### src/rtl/xs3_to_bcd_serial.sv
// xs3_to_bcd_serial: multi-digit Excess-3 to BCD decoder, one digit per clock, LSD first.
// Define XS3_ERR_EN to flag invalid codes on out_err/out_err_mask and force those digits to 4'hF.
module xs3_to_bcd_serial #(
    parameter int DIGITS = 4
) (
    input  logic                clk,
    input  logic                rst,
    input  logic                in_valid,
    output logic                in_ready,
    input  logic [4*DIGITS-1:0] in_xs3,
    output logic                out_valid,
    input  logic                out_ready,
    output logic [4*DIGITS-1:0] out_bcd
`ifdef XS3_ERR_EN
    ,
    output logic                out_err,
    output logic [DIGITS-1:0]   out_err_mask
`endif
);
    localparam int IW = DIGITS > 1 ? $clog2(DIGITS) : 1;
    localparam logic [IW-1:0] LAST = IW'(DIGITS - 1);
    typedef enum logic [1:0] {IDLE, CONV, DONE} state_t;
    state_t state_q, state_d;
    logic in_ready_q, in_ready_d, out_valid_q, out_valid_d;
    logic [4*DIGITS-1:0] shift_q, shift_d, bcd_q, bcd_d;
    logic [IW-1:0] idx_q, idx_d;
    logic [3:0] dig, dig_bcd;
    assign dig = shift_q[3:0];
`ifdef XS3_ERR_EN
    logic [DIGITS-1:0] err_q, err_d;
    logic bad;
    assign bad = dig < 4'h3 || dig > 4'hC;
    assign dig_bcd = bad ? 4'hF : dig - 4'h3;
    assign out_err = |err_q;
    assign out_err_mask = err_q;
`else
    assign dig_bcd = dig - 4'h3;
`endif
    always_comb begin
        state_d = state_q;
        shift_d = shift_q;
        bcd_d = bcd_q;
        idx_d = idx_q;
`ifdef XS3_ERR_EN
        err_d = err_q;
`endif
        case (state_q)
            IDLE: if (in_valid && in_ready_q) begin
                state_d = CONV;
                shift_d = in_xs3;
                bcd_d = '0;
                idx_d = '0;
`ifdef XS3_ERR_EN
                err_d = '0;
`endif
            end
            CONV: begin
                // digit under conversion always sits in the low nibble of the shifter
                shift_d = shift_q >> 4;
                idx_d = idx_q + 1'b1;
                for (int k = 0; k < DIGITS; k++) begin
                    if (idx_q == IW'(k)) begin
                        bcd_d[4*k +: 4] = dig_bcd;
`ifdef XS3_ERR_EN
                        err_d[k] = bad;
`endif
                    end
                end
                if (idx_q == LAST) state_d = DONE;
            end
            DONE: if (out_valid_q && out_ready) state_d = IDLE;
            default: state_d = IDLE;
        endcase
        in_ready_d = state_d == IDLE;
        out_valid_d = state_d == DONE;
    end
    always_ff @(posedge clk or posedge rst) begin
        if (rst) begin
            state_q <= IDLE;
            in_ready_q <= 1'b1;
            out_valid_q <= 1'b0;
            shift_q <= '0;
            bcd_q <= '0;
            idx_q <= '0;
`ifdef XS3_ERR_EN
            err_q <= '0;
`endif
        end else begin
            state_q <= state_d;
            in_ready_q <= in_ready_d;
            out_valid_q <= out_valid_d;
            shift_q <= shift_d;
            bcd_q <= bcd_d;
            idx_q <= idx_d;
`ifdef XS3_ERR_EN
            err_q <= err_d;
`endif
        end
    end
    assign in_ready = in_ready_q;
    assign out_valid = out_valid_q;
    assign out_bcd = bcd_q;
endmodule

### config.mk
export PLATFORM = sky130hd
export DESIGN_NAME = xs3_to_bcd_serial
export DESIGN_NICKNAME = d
export VERILOG_FILES = /design/src/rtl/xs3_to_bcd_serial.sv
export SDC_FILE = /design/constraint.sdc
export NUM_CORES = 1
export LEC_CHECK = 0
export ABC_AREA = 1
export CAP_MARGIN = 5
export CORE_UTILIZATION = 46
export CTS_CLUSTER_DIAMETER = 150
export CTS_CLUSTER_SIZE = 40
export DETAILED_ROUTE_END_ITERATION = 10
export PLACE_DENSITY = 0.73
export SKIP_LAST_GASP = 1
export SLEW_MARGIN = 20
export SYNTH_ARGS = -nofsm -noshare
export SYNTH_HDL_FRONTEND = slang
export SYNTH_SLANG_ARGS = --single-unit
export TNS_END_PERCENT = 5
### constraint.sdc
create_clock -name clk -period 2.1 [get_ports clk]
set_input_delay 0.63 -clock clk [delete_from_list [all_inputs] [get_ports clk]]
set_output_delay 0.63 -clock clk [all_outputs]
set_load 0.01 [all_outputs]
==> results.ini <==
[clock_tree]
htree_num_levels=2
clkSinkCount=38
clk_latency_ns=0.29
cts_buffer_depth=2
cts_tree=done
cts_resized=0
ctsRootBufferMaster=clkbuf_8
clkTransAtPathRegs_ns=0.07
numCtsBuffers=5
post-cts-setup-buffers=0
postCtsHoldBufs=0

[min_path]
min_delay_path_depth=2
hold_path.class=flip-flop to flip-flop

[synthesis]
synth.net_count=232
synth-edff-count=0
syn_area_per_cell_um2=8.41
async_flop_share=1.00
yosysUniqueCellTypes=16
synth_top_area_share=0.532
ys_top_cells_by_area=dfrtp_1 (53%), nand2_1 (15%), o21ai_0 (9.8%), inv_1 (5.2%), ha_1 (3.6%)
synth_area_leader_cell=dfrtp_1
synthFlopType=dfrtp_1
ys_warn_count=0
seq_area_frac_synth=0.547
synth_cells=207
ys_seq_elements=38
netlist_area_um2=1740

[cells_and_area]
layout.nets=273
fin_util=0.650
diodes=0
stdcell_area_um2=2260
drive_gt1_frac=0.0843
area_growth_pct=29.6

[timing]
fin_crit_ns=1.99
hold_slack_ns=0.477
setup_viol=0
rsz0062_at_grt=no
max_freq_ghz=0.503
fin_worst_skew_ns=0.00702
min_period_over_period=0.946
setup_tns_ns=0
worstMarginPinSlew_ns=0.267
relSlewSlack=0.821
finalMaxSlewViolations=0
hold_viol_final=0

[die]
io_pins=38
rows=21
start_util=0.502
design.die.area_um2=4030
fp.dieH_um=63.5
die_w_um=63.5
core-area_um2=3470

[critical_path]
timing.critical_path.required_ns=1.47
slowest_stage=dfstp_2
cp_cell_sequence=clkdlybuf4s50_1
path_delay_family=flip-flops
setup.worst_path.end_class=output port
startpoint_type=flip-flop
worstSetupPathType=flip-flop to output port
critPathArrivalTime_ns=1.36
cp.depth=1
slowest_delay_ns=0.54
r2r_cells=5
worstPathMaxFanout=3
cp_num_buf_inv=1

[pwr]
power_density_nw_per_um2=1530
p_leak_nw=1.11
finalPower_w=0.00345
irDropWorstVdd_uv=970

[placed_design]
gp_congestion=0.733
place_area_um2=2160
place.port_buffers=37
dp_hpwl_um=2420

[global_route]
grt_antenna_before_repair=0
grt_pass1_vias=1378
grt_pass1_wl_um=6150
overflow=0
gr-usage-all-layers=0.201
grt_max_degree=39

[route]
num_vias=1393
firstDrtPassIters=4
ant_nets=0
wirelength_um=3440
first_iter_violations=86
drc=0
via_per_inst=4.72
wl_per_cell_um=11.7

[job]
max-cap-violations=0

[run_status]
status=finished, final reports clean

==> path summary, 6_finish.rpt <==
check,from,to,slack [ns]
max,in_ready,in_ready,0.11
min,out_bcd[15],out_bcd[15],0.48
max reg2reg,state_q[0],shift_q[11],0.75
min reg2reg,out_bcd[15],out_bcd[15],0.48
max in group asynchronous,rst,in_ready,1.15
min in group asynchronous,rst,out_bcd[11],0.69
==> logic make-up (layout without fill, tap and decap cells) <==
| kind of cell | after synthesis | count (layout) | synth area share |
|---|---|---|---|
| compound gates | 42 | 42 | 0.121 |
| simple gates | 88 | 88 | 0.216 |
| fa+ha+maj | 5 | 5 | 0.0359 |
| flops | 38 | 38 | 0.547 |
| buf+inv | 34 | 76 | 0.0805 |
==> per-stage QoR <==
stage / setup WS [ns] / std cells
after floorplan: 0.611 / 207
after detailed placement: 0.229 / 287
final: 0.114 / 295
after global placement: 0.231 / 287
after CTS: 0.100 / 295
after global routing: 0.0881 / 295
==> cells in the final DEF (no fill, tap or decap), drive strengths merged <==
cell type / synthesis / layout
clkinv: 0 / 1
nand2: 73 / 73
dfrtp: 37 / 37
inv: 29 / 29
clkdlybuf4s50: 0 / 37
nor2: 7 / 7
o21ai: 40 / 40
buf: 5 / 2
dfstp: 1 / 1
clkbuf: 0 / 7
ha: 5 / 5
a21oi: 2 / 2
nand3: 8 / 8
==> metal layers <==
layer,global-route usage,share of wire,vias up
li1,-,-,727
met1,0.264,0.49,639
met2,0.307,0.46,22
met3,0.0634,0.041,5
met4,0.0795,0.016,0
met5,0,0,-
==> state kept, by name (all words and copies together), names as in the netlist <==
| signal | cells |
|---|---|
| shift_q | 16 |
| idx_q | 2 |
| out_valid | 1 |
| state_q | 2 |
| out_bcd | 16 |
| in_ready | 1 |
==> synthesized netlist by cell type (2+ instances only) <==
| master | count |
|---|---|
| o21ai_1 | 6 |
| a21oi_1 | 2 |
| nand2_1 | 68 |
| nand2_4 | 4 |
| dfrtp_1 | 37 |
| nor2_1 | 6 |
| o21ai_0 | 34 |
| ha_1 | 5 |
| inv_1 | 24 |
| nand3_1 | 8 |
| buf_2 | 4 |
| inv_2 | 5 |
==> area by class of cell <==
type | instances | area, µm²
clock buffers | 7 | 86.3
clock inverters | 1 | 5.00
fillers | 316 | 1210
inverters | 29 | 109
multi-input cells | 135 | 648
flip-flops and latches | 38 | 952
well taps | 46 | 57.6
repair buffers | 39 | 398
==> where the power goes <==
group | leakage [nW] | internal [W] | total, W | switching (W)
clock | 0.0482 | 0.000265 | 0.000514 | 0.000249
sequential | 0.484 | 0.00106 | 0.00122 | 0.000157
combinational | 0.578 | 0.000659 | 0.00172 | 0.00106
total | 1.11 | 0.00198 | 0.00345 | 0.00147
==> worst min-delay path: stages (launching register included) <==
cell and delay [ns]:
dfrtp_1 0.35, nand2_1 0.05, nand2_1 0.05
Note: power is estimated with default switching activity, not from simulation.
